**src/rtl/uart_frame_link.sv**
```systemverilog
// uart_frame_link: moves an N_BYTES state word between boards as SYNC/payload/checksum frames
// over a 16x-oversampled 8N1 UART, with refresh resends, link supervision and error counting.
module uart_frame_link #(
    parameter int          N_BYTES     = 2,
    parameter int          DVSR        = 54,
    parameter int          DVSR_BIT    = 7,
    parameter int          FIFO_W      = 2,
    parameter logic [7:0]  SYNC_BYTE   = 8'hA5,
    parameter int          REFRESH_CYC = 1_000_000,
    parameter int          BYTE_TMO    = 20_000,
    parameter int          LINK_TMO    = 4_000_000,
    parameter int          ERR_W       = 8
) (
    input  logic                   clk,
    input  logic                   rst,
    input  logic                   rx,
    input  logic [8*N_BYTES-1:0]   data_in,
    output logic                   tx,
    output logic [8*N_BYTES-1:0]   data_out,
    output logic                   rx_valid,
    output logic                   link_up,
    output logic                   tx_busy,
    output logic [ERR_W-1:0]       err_cnt
);
    localparam int PW  = 8 * N_BYTES;
    localparam int IW  = (N_BYTES > 1) ? $clog2(N_BYTES) : 1;
    localparam int RCW = $clog2(REFRESH_CYC + 1);
    localparam int BTW = $clog2(BYTE_TMO + 1);
    localparam int LTW = $clog2(LINK_TMO + 1);
    localparam int FD  = 2 ** FIFO_W;

    typedef enum logic [1:0] {T_IDLE, T_SYNC, T_DATA, T_CSUM} tstate_t;
    typedef enum logic [1:0] {R_HUNT, R_DATA, R_CSUM} rstate_t;

    logic [DVSR_BIT-1:0] baud_q;
    logic                tick;
    logic [1:0]          rx_sync_q;
    logic                rxs;
    logic                rbusy_q, rdone_q;
    logic [3:0]          rs_q, rn_q, ts_q, tn_q;
    logic [7:0]          rb_q;
    logic                tbusy_q, tx_q;
    logic [9:0]          tsh_q;
    logic [7:0]          rxf_mem [FD];
    logic [7:0]          txf_mem [FD];
    logic [FIFO_W:0]     rxf_wp_q, rxf_rp_q, txf_wp_q, txf_rp_q;
    logic                rx_empty, rd_uart, tx_full, tx_empty, tx_pop, wr_uart;
    logic [7:0]          r_data, w_data, tx_sum;

    assign tick = (baud_q == DVSR_BIT'(DVSR));
    assign rxs  = rx_sync_q[1];
    always_ff @(posedge clk) begin
        if (rst) begin
            baud_q    <= '0;
            rx_sync_q <= 2'b11;
            tx_q      <= 1'b1;
        end else begin
            baud_q    <= tick ? '0 : baud_q + 1'b1;
            rx_sync_q <= {rx_sync_q[0], rx};
            tx_q      <= tsh_q[0];
        end
    end

    // Receiver: start bit confirmed at its middle (7 ticks), then one sample per 16 ticks.
    always_ff @(posedge clk) begin
        if (rst) begin
            rbusy_q <= 1'b0; rdone_q <= 1'b0; rs_q <= '0; rn_q <= '0; rb_q <= '0;
        end else begin
            rdone_q <= 1'b0;
            if (!rbusy_q) begin
                if (!rxs) begin rbusy_q <= 1'b1; rs_q <= '0; rn_q <= '0; end
            end else if (tick) begin
                if (rn_q == 4'd0) begin
                    if (rs_q == 4'd7) begin rs_q <= '0; rn_q <= 4'd1; rbusy_q <= !rxs; end
                    else rs_q <= rs_q + 1'b1;
                end else if (rs_q == 4'd15) begin
                    rs_q <= '0;
                    rn_q <= rn_q + 1'b1;
                    if (rn_q == 4'd9) begin rbusy_q <= 1'b0; rdone_q <= rxs; end
                    else rb_q <= {rxs, rb_q[7:1]};
                end else rs_q <= rs_q + 1'b1;
            end
        end
    end

    // Transmitter: 10-bit frame shifted out LSB first; idles with the shifter all ones.
    assign tx_pop = !tbusy_q && !tx_empty;
    always_ff @(posedge clk) begin
        if (rst) begin
            tbusy_q <= 1'b0; tsh_q <= '1; ts_q <= '0; tn_q <= '0;
        end else if (!tbusy_q) begin
            if (!tx_empty) begin
                tbusy_q <= 1'b1; tsh_q <= {1'b1, txf_mem[txf_rp_q[FIFO_W-1:0]], 1'b0};
                ts_q <= '0; tn_q <= '0;
            end
        end else if (tick) begin
            if (ts_q == 4'd15) begin
                ts_q  <= '0;
                tsh_q <= {1'b1, tsh_q[9:1]};
                if (tn_q == 4'd9) tbusy_q <= 1'b0;
                else tn_q <= tn_q + 1'b1;
            end else ts_q <= ts_q + 1'b1;
        end
    end

    // RX FIFO is drained every cycle, so it never holds more than one byte.
    assign rx_empty = (rxf_wp_q == rxf_rp_q);
    assign rd_uart  = !rx_empty;
    assign r_data   = rxf_mem[rxf_rp_q[FIFO_W-1:0]];
    assign tx_empty = (txf_wp_q == txf_rp_q);
    assign tx_full  = (txf_wp_q[FIFO_W] != txf_rp_q[FIFO_W]) &&
                      (txf_wp_q[FIFO_W-1:0] == txf_rp_q[FIFO_W-1:0]);
    always_ff @(posedge clk) begin
        if (rst) begin
            rxf_wp_q <= '0; rxf_rp_q <= '0; txf_wp_q <= '0; txf_rp_q <= '0;
        end else begin
            if (rdone_q) rxf_wp_q <= rxf_wp_q + 1'b1;
            if (rd_uart) rxf_rp_q <= rxf_rp_q + 1'b1;
            if (wr_uart) txf_wp_q <= txf_wp_q + 1'b1;
            if (tx_pop)  txf_rp_q <= txf_rp_q + 1'b1;
        end
    end
    always_ff @(posedge clk) begin
        if (rdone_q) rxf_mem[rxf_wp_q[FIFO_W-1:0]] <= rb_q;
        if (wr_uart) txf_mem[txf_wp_q[FIFO_W-1:0]] <= w_data;
    end

    tstate_t          tst_q, tst_d;
    logic [IW-1:0]    tidx_q, tidx_d;
    logic [PW-1:0]    snap_q, snap_d;
    logic [RCW-1:0]   refr_q, refr_d;

    always_ff @(posedge clk) begin
        if (rst) begin
            tst_q <= T_IDLE; tidx_q <= '0; snap_q <= '0; refr_q <= '0;
        end else begin
            tst_q <= tst_d; tidx_q <= tidx_d; snap_q <= snap_d; refr_q <= refr_d;
        end
    end

    always_comb begin
        tx_sum = '0;
        for (int i = 0; i < N_BYTES; i++) tx_sum = tx_sum + snap_q[8*i +: 8];
    end

    // Frames are built from the snapshot, so data_in may change freely mid-frame.
    always_comb begin
        tst_d = tst_q; tidx_d = tidx_q; snap_d = snap_q; refr_d = refr_q;
        wr_uart = 1'b0; w_data = SYNC_BYTE;
        case (tst_q)
            T_IDLE: begin
                if (data_in != snap_q || refr_q == RCW'(REFRESH_CYC - 1)) begin
                    tst_d = T_SYNC; snap_d = data_in; refr_d = '0;
                end else refr_d = refr_q + 1'b1;
            end
            T_SYNC: if (!tx_full) begin wr_uart = 1'b1; tst_d = T_DATA; tidx_d = '0; end
            T_DATA: begin
                w_data = snap_q[8*tidx_q +: 8];
                if (!tx_full) begin
                    wr_uart = 1'b1;
                    if (tidx_q == IW'(N_BYTES - 1)) tst_d = T_CSUM;
                    else tidx_d = tidx_q + 1'b1;
                end
            end
            T_CSUM: begin
                w_data = tx_sum;
                if (!tx_full) begin wr_uart = 1'b1; tst_d = T_IDLE; end
            end
            default: tst_d = T_IDLE;
        endcase
    end

    rstate_t          rst_q, rst_d;
    logic [IW-1:0]    ridx_q, ridx_d;
    logic [7:0]       sum_q, sum_d;
    logic [PW-1:0]    shad_q, shad_d, dout_q, dout_d;
    logic [BTW-1:0]   tmo_q, tmo_d;
    logic [LTW-1:0]   ltmr_q, ltmr_d;
    logic             vld_q, vld_d, link_q, link_d, bump_err;
    logic [ERR_W-1:0] err_q, err_d;

    always_ff @(posedge clk) begin
        if (rst) begin
            rst_q <= R_HUNT; ridx_q <= '0; sum_q <= '0; shad_q <= '0; dout_q <= '0;
            tmo_q <= '0; ltmr_q <= '0; vld_q <= 1'b0; link_q <= 1'b0; err_q <= '0;
        end else begin
            rst_q <= rst_d; ridx_q <= ridx_d; sum_q <= sum_d; shad_q <= shad_d; dout_q <= dout_d;
            tmo_q <= tmo_d; ltmr_q <= ltmr_d; vld_q <= vld_d; link_q <= link_d; err_q <= err_d;
        end
    end

    always_comb begin
        rst_d = rst_q; ridx_d = ridx_q; sum_d = sum_q; shad_d = shad_q; dout_d = dout_q;
        tmo_d = tmo_q; ltmr_d = ltmr_q; vld_d = 1'b0; link_d = link_q; err_d = err_q;
        bump_err = 1'b0;
        if (ltmr_q == LTW'(LINK_TMO - 1)) link_d = 1'b0;
        else ltmr_d = ltmr_q + 1'b1;
        if (rd_uart) begin
            case (rst_q)
                R_HUNT: if (r_data == SYNC_BYTE) begin
                    rst_d = R_DATA; ridx_d = '0; sum_d = '0; tmo_d = '0;
                end
                R_DATA: begin
                    shad_d[8*ridx_q +: 8] = r_data;
                    sum_d = sum_q + r_data;
                    tmo_d = '0;
                    if (ridx_q == IW'(N_BYTES - 1)) rst_d = R_CSUM;
                    else ridx_d = ridx_q + 1'b1;
                end
                R_CSUM: begin
                    if (r_data == sum_q) begin
                        dout_d = shad_q; vld_d = 1'b1; ltmr_d = '0; link_d = 1'b1;
                    end else bump_err = 1'b1;
                    rst_d = R_HUNT;
                end
                default: rst_d = R_HUNT;
            endcase
        end else if (rst_q != R_HUNT) begin
            if (tmo_q == BTW'(BYTE_TMO - 1)) begin
                bump_err = 1'b1; rst_d = R_HUNT; shad_d = '0;
            end else tmo_d = tmo_q + 1'b1;
        end
        if (bump_err && err_q != '1) err_d = err_q + 1'b1;
    end

    assign tx       = tx_q;
    assign data_out = dout_q;
    assign rx_valid = vld_q;
    assign link_up  = link_q;
    assign tx_busy  = (tst_q != T_IDLE);
    assign err_cnt  = err_q;
endmodule

```
**config.mk**
```make
export PLATFORM = sky130hd
export DESIGN_NAME = uart_frame_link
export DESIGN_NICKNAME = d
export VERILOG_FILES = /design/src/rtl/uart_frame_link.sv
export SDC_FILE = /design/constraint.sdc
export NUM_CORES = 1
export LEC_CHECK = 0
export ABC_AREA = 1
export CORE_AREA = 2 2 153 155
export DETAILED_ROUTE_END_ITERATION = 7
export DIE_AREA = 0 0 155 157
export PLACE_DENSITY_LB_ADDON = 0.25
export SLEW_MARGIN = 40
export SYNTH_ARGS = -nofsm -noshare
export SYNTH_HDL_FRONTEND = slang
export SYNTH_SLANG_ARGS = --single-unit
```
**constraint.sdc**
```tcl
create_clock -name clk -period 2.2 [get_ports clk]
set_clock_uncertainty 0.2 [all_clocks]
set_input_delay 0.66 -clock clk [delete_from_list [all_inputs] [get_ports clk]]
set_output_delay 0.66 -clock clk [all_outputs]
set_load 0.02 [all_outputs]
```
==> flow_metrics.tcl, run 1 <==
set metrics [dict create \
    worst_r2r_endpoint "data_out[12]" \
    fillers 1811 \
    rsz0062_at_grt "true" \
    netlist_area_sq_um 12300 \
    fin_crit_sh 1.10 \
    pre_cts_slack_ns -0.387 \
    synth-main-ff-cell "dfxtp_1" \
    clock.fmax_mhz 413 \
    io_buffers 46 \
    synthCells 1564 \
    start_kind "flop" \
    die_area_sq_um 24300 \
    yosys_warnings 0 \
    wl_met3_um 1150 \
    rows 55 \
    grt_max_degree 46 \
    hold_depth 1 \
    grt_pass1_wl_um 47300 \
    holdCritPathClass "reg -> reg" \
    power_mw 14.1 \
    failed_checks "negative setup slack" \
    hold_slack_ns 0.226 \
    synth_area_per_cell_sq_um 7.86 \
    via_count 10800 \
    clockBufferDepth 3 \
    r2r_slack_ns -0.22 \
    leakagePower_nw 6.24 \
    hold_viol_final 0 \
    async_flop_share 0 \
    period_minus_slack_ns 2.42 \
    worstPathArrival_ns 2.65 \
    final_common_cell "nand2_1" \
    postRouteAntennaNets 0 \
    power_density_nw_per_um2 921 \
    maxCapViolations 0 \
    cts_buffers 27 \
    outcome "complete, but fails checks" \
    cp_max_fo 9 \
    rr_worst_depth 17 \
    num_io_pins 47 \
    multi_input_area_sq_um 6330 \
    seq_area_frac_synth 0.467 \
    core-area_sq_um 22500 \
    htreeDepth 1 \
    seqCellArea_sq_um 5750 \
    hold_buffers 0 \
    die_w_um 155 \
    drv_slew 0 \
    cts_root_buf "clkbuf_16" \
    gp_congestion 0.890 \
    grt.total_usage 0.232 \
    grt_pass1_vias 10400 \
    nets 1774 \
    cp.required_ns 2.43 \
    via_per_inst 5.34 \
    hp-start "tsh_q[0]" \
    end_kind "flop" \
    worstSkewPairLatency_ns 0.54 \
    synth-edff-count 64 \
    antenna_found_initial 0 \
    diodes 0 \
    hpwl_um 19100 \
    path_class "reg -> reg" \
    grt_overflow_total 0 \
    setup_ws_ns -0.219 \
    drt_iter0_markers 490 \
    drt-total-wl_um 28400 \
    met2_length_um 14000 \
    wl_per_cell_um 14.1 \
    cts_tree "yes" \
    drive_above_1_share 0.209 \
    synthToLayoutAreaGrowth_pct 24.8 \
    clkTransAtPathRegs_ns 0.06 \
    worst_pin_slew_ns 0.602 \
    start_util 0.547 \
    ys_ff_latch 255 \
    dieHeight_um 157 \
    top_layer_used "met4" \
    drc_errors 0 \
    first_pass_iters 5 \
    syn_nets 1627 \
    setup_viol 54 \
    vdd.ir_drop.worst_mv 0.716 \
    slew-limit-headroom 0.598 \
    wl_met1_um 12400 \
    final_cell_mix "nand2_1, dfxtp_1, nor2_1" \
    clkSinkCount 255 \
    synth.distinct_cells 47 \
    crit_path_end "data_out[12]" \
]
-- synthesized netlist by cell type (all sizes together), types with 25 or more instances --
library cell,count,area (sq um)
nor3,25,140
nand4,26,163
or2,27,169
dfxtp,191,3820
nor2,200,768
ha,42,526
nand2,379,1450
edfxtp,64,1920
xor2,34,298
inv,142,536
a21oi,128,674
nand3,107,611
o21ai,84,420
-- power by group --
part	total [mW]	internal (mW)	switching, mW	leakage [nW]
combinational	3.94	1.57	2.37	3.74
clock	4.50	2.65	1.85	0.430
sequential	5.69	5.36	0.324	2.06
-- flip-flops by register name (all words and copies together) (netlist names), 7 cells and up, named ones only --
signal	cells
ltmr_q	22
err_cnt	8
rb_q	8
data_out	16
snap_q	16
baud_q	7
rxf_mem	32
tsh_q	9
refr_q	20
txf_mem	32
tmo_q	15
shad_q	16
sum_q	8
-- through the flow --
| step | cells | instance area [sq um] | utilization | TNS [ns] |
|---|---|---|---|---|
| 3_5_place_dp | 1943 | 13700 | 0.608 | -23.10 |
| 5_1_grt | 2017 | 15300 | 0.682 | -13.93 |
| 3_3_place_gp | 1943 | 13700 | 0.608 | -21.52 |
| 2_1_floorplan | 1564 | 12400 | - | -0.191 |
| 6_report | 2017 | 15300 | 0.682 | -8.29 |
| 4_1_cts | 2014 | 15100 | 0.671 | -6.35 |
-- layer usage --
layer,GRT usage,vias to the layer above
li1,-,5456
met1,0.283,4991
met2,0.421,244
met3,0.0319,70
met4,0.0785,0
met5,0,-
-- cell families after synthesis --
group	Yosys count	synth area share
compound gates	244	0.108
fa+ha+maj	44	0.0460
simple gates	784	0.280
flops	255	0.467
buf+inv	188	0.0645
xor+xnor	49	0.0349
-- final cells by class --
class / count / area share
multi-input combinational: 1121 / 0.413
timing repair buffer: 160 / 0.0940
sequential: 255 / 0.375
inverter: 143 / 0.0361
timing repair inverter: 3 / 0.00155
tap: 285 / 0.0232
clock buffer: 35 / 0.0492
clock inverter: 15 / 0.00848
-- critical path, cell delays in order, from the launching register on --
cell     delay [ns]
dfxtp_4        0.43
buf_6          0.14
inv_6          0.04
nand2_1        0.07
nand3_2        0.07
nand2_2        0.09
inv_2          0.05
ha_4           0.21
nor2_2         0.07
nand2_1        0.07
nor2_2         0.09
nand3_2        0.12
nor2_4         0.17
nor2_4         0.08
buf_12         0.14
buf_8          0.14
nand2_1        0.07
nand2_1        0.05
-- repair_timing --
action / CTS / global route
resized for setup: 135 / 86
endpoints found under the setup margin: 102 / 117
gates cloned: 6 / 1
buffers inserted: 16 / 5
pin swaps: 31 / 45
-- how the worst min path moves through the flow --
stage / endpoint
floorplan: rx_sync_q[1]
global placement: rx_sync_q[1]
detailed placement: rx_sync_q[1]
CTS: rx_sync_q[1]
global route: tx
finish: tx
Note: power is estimated with default switching activity, not from simulation.
==> inputs of run 2 (changes only) <==
--- a/config.mk
+++ b/config.mk
@@ -6,9 +6,9 @@
 export NUM_CORES = 1
 export LEC_CHECK = 0
 export ABC_AREA = 1
-export CORE_AREA = 2 2 153 155
+export CORE_AREA = 2 2 147 149
 export DETAILED_ROUTE_END_ITERATION = 7
-export DIE_AREA = 0 0 155 157
+export DIE_AREA = 0 0 149 151
 export PLACE_DENSITY_LB_ADDON = 0.25
 export SLEW_MARGIN = 40
 export SYNTH_ARGS = -nofsm -noshare
==> constraint.sdc (replaced) <==
create_clock -name clk -period 2.99 [get_ports clk]
set_clock_uncertainty 0.2 [all_clocks]
set_input_delay 0.897 -clock clk [delete_from_list [all_inputs] [get_ports clk]]
set_output_delay 0.897 -clock clk [all_outputs]
set_load 0.02 [all_outputs]
==> run 2 against run 1 <==
  * The run now ends clean
  * Combinational power is 40% lower
  * Clock power is 26% lower
  * Design area is 9.1% lower
  * Wire length is 12% lower
  * Largest power group unchanged
==> flow_metrics.tcl, run 2 (synthesized netlist as in run 1, its figures left out) <==
set metrics [dict create \
    hp-start "rx_sync_q[0]" \
    drv_slew 0 \
    die_w_um 149 \
    final_common_cell "nand2_1" \
    die_area_sq_um 22500 \
    seqPwrFrac 0.422 \
    vdd.ir_drop.worst_mv 0.559 \
    fillers 1735 \
    dieHeight_um 151 \
    period_minus_slack_ns 2.85 \
    clkSinkCount 255 \
    switchingPower_mw 3.15 \
    wl_per_cell_um 13.0 \
    io_buffers 46 \
    holdCritPathClass "reg -> reg" \
    nets 1682 \
    seqCellArea_sq_um 5750 \
    rr_worst_depth 14 \
    worst_r2r_endpoint "ltmr_q[4]" \
    leakagePower_nw 5.54 \
    pre_cts_slack_ns 0.0477 \
    grt_overflow_total 0 \
    num_io_pins 47 \
    grt_max_degree 59 \
    cts_tree "yes" \
    path_class "reg -> out" \
    setup_tns_ns 0 \
    multi_input_area_sq_um 5760 \
    maxCapViolations 0 \
    slew-limit-headroom 0.534 \
    end_kind "output pin" \
    postRouteAntennaNets 0 \
    start_kind "flop" \
    diodes 0 \
    cp_max_fo 6 \
    synthToLayoutAreaGrowth_pct 13.4 \
    grt_pass1_wl_um 42900 \
    grt.total_usage 0.227 \
    via_per_inst 5.27 \
    drt_iter0_markers 548 \
    fin_crit_sh 0.953 \
    cts_buffers 26 \
    hold_depth 1 \
    worst_pin_slew_ns 0.696 \
    hold_viol_final 0 \
    cts_root_buf "clkbuf_16" \
    htreeDepth 1 \
    max_stage_delay_ns 0.37 \
    final_cell_mix "nand2_1, nor2_1, dfxtp_1" \
    outcome "completed" \
    hpwl_um 17200 \
    swShare 0.318 \
    first_pass_iters 5 \
    setup_ws_ns 0.140 \
    antenna_found_initial 0 \
    r2r_slack_ns 0.24 \
    power_density_nw_per_um2 710 \
    combPwrFrac 0.240 \
    via_count 10100 \
    start_util 0.591 \
    clockBufferDepth 3 \
    grt_pass1_vias 9605 \
    worstSkewPairLatency_ns 0.52 \
    setup_viol 0 \
    power_mw 9.90 \
    hold_slack_ns 0.212 \
    clock.fmax_mhz 351 \
    worstPathArrival_ns 1.75 \
    rsz0062_at_grt "false" \
    rows 53 \
    worstPathCellList "inv_1 -> ha_1 -> inv_2 -> dlygate4sd2_1" \
    slowest_stage "dfxtp_1" \
    gp_congestion 0.926 \
    power_frac_clock 0.338 \
    cp.required_ns 1.89 \
    drive_above_1_share 0.0879 \
    drc_errors 0 \
    core-area_sq_um 20800 \
    postCtsSetupBuffers 0 \
    hold_end "rx_sync_q[1]" \
    p_int_mw 6.75 \
    drt-total-wl_um 25000 \
    clkTransAtPathRegs_ns 0.06 \
]
## run 2: per-stage QoR
stage	instances	instance area, sq um	util
floorplan	1564	12300	-
global placement	1866	13100	0.627
detailed placement	1866	13100	0.627
CTS	1914	13900	0.670
global route	1914	13900	0.670
finish	1914	13900	0.670
## run 2: area by class of cell
| class | instances | area share |
|---|---|---|
| Sequential cell | 255 | 0.412 |
| Clock inverter | 11 | 0.00987 |
| Timing Repair Buffer | 72 | 0.0475 |
| Clock buffer | 37 | 0.0540 |
| Inverter | 143 | 0.0388 |
| Multi-Input combinational cell | 1121 | 0.413 |
| Tap cell | 275 | 0.0247 |
## run 2: critical path: cells and delay by family (launching register included)
family	cells	cell delay (ns)
adders and majority gates	1	0.30
buffers and inverters	3	0.54
DFF	1	0.37
## run 2: per-layer routing
layer	wire length [um]	track usage
met1	11300	0.285
met2	12100	0.407
met3	1030	0.0346
met4	497	0.0671
met5	0	0
## run 2: how the worst max path moves through the flow
stage	endpoint	slack, ns	startpoint	cells past startpoint
2_1_floorplan	data_out[10]	0.66	flop	18
4_1_cts	tx_busy	0.11	tst_q[0]	4
5_1_grt	err_cnt[5]	0.02	flop	15
3_5_place_dp	refr_q[2]	0.05	data_in[12]	11
6_report	tx_busy	0.14	tst_q[0]	4
3_3_place_gp	refr_q[14]	0.06	data_in[6]	11
## run 2: timing repair
action                     4_1_cts  5_1_grt
gates resized for setup          1        2
cloned                           0        0
setup endpoints to repair        1        7
hold buffers                     0        0
## run 2: power by group through the flow
| stage | Sequential (mW) | Clock, mW | Combinational (mW) |
|---|---|---|---|
| CTS | 4.18 | 3.41 | 2.38 |
| floorplan | 4.18 | 0 | 1.78 |
| detailed placement | 4.25 | 0 | 2.35 |
| finish | 4.18 | 3.34 | 2.38 |
| global route | 4.22 | 3.55 | 2.73 |
| global placement | 4.24 | 0 | 2.28 |
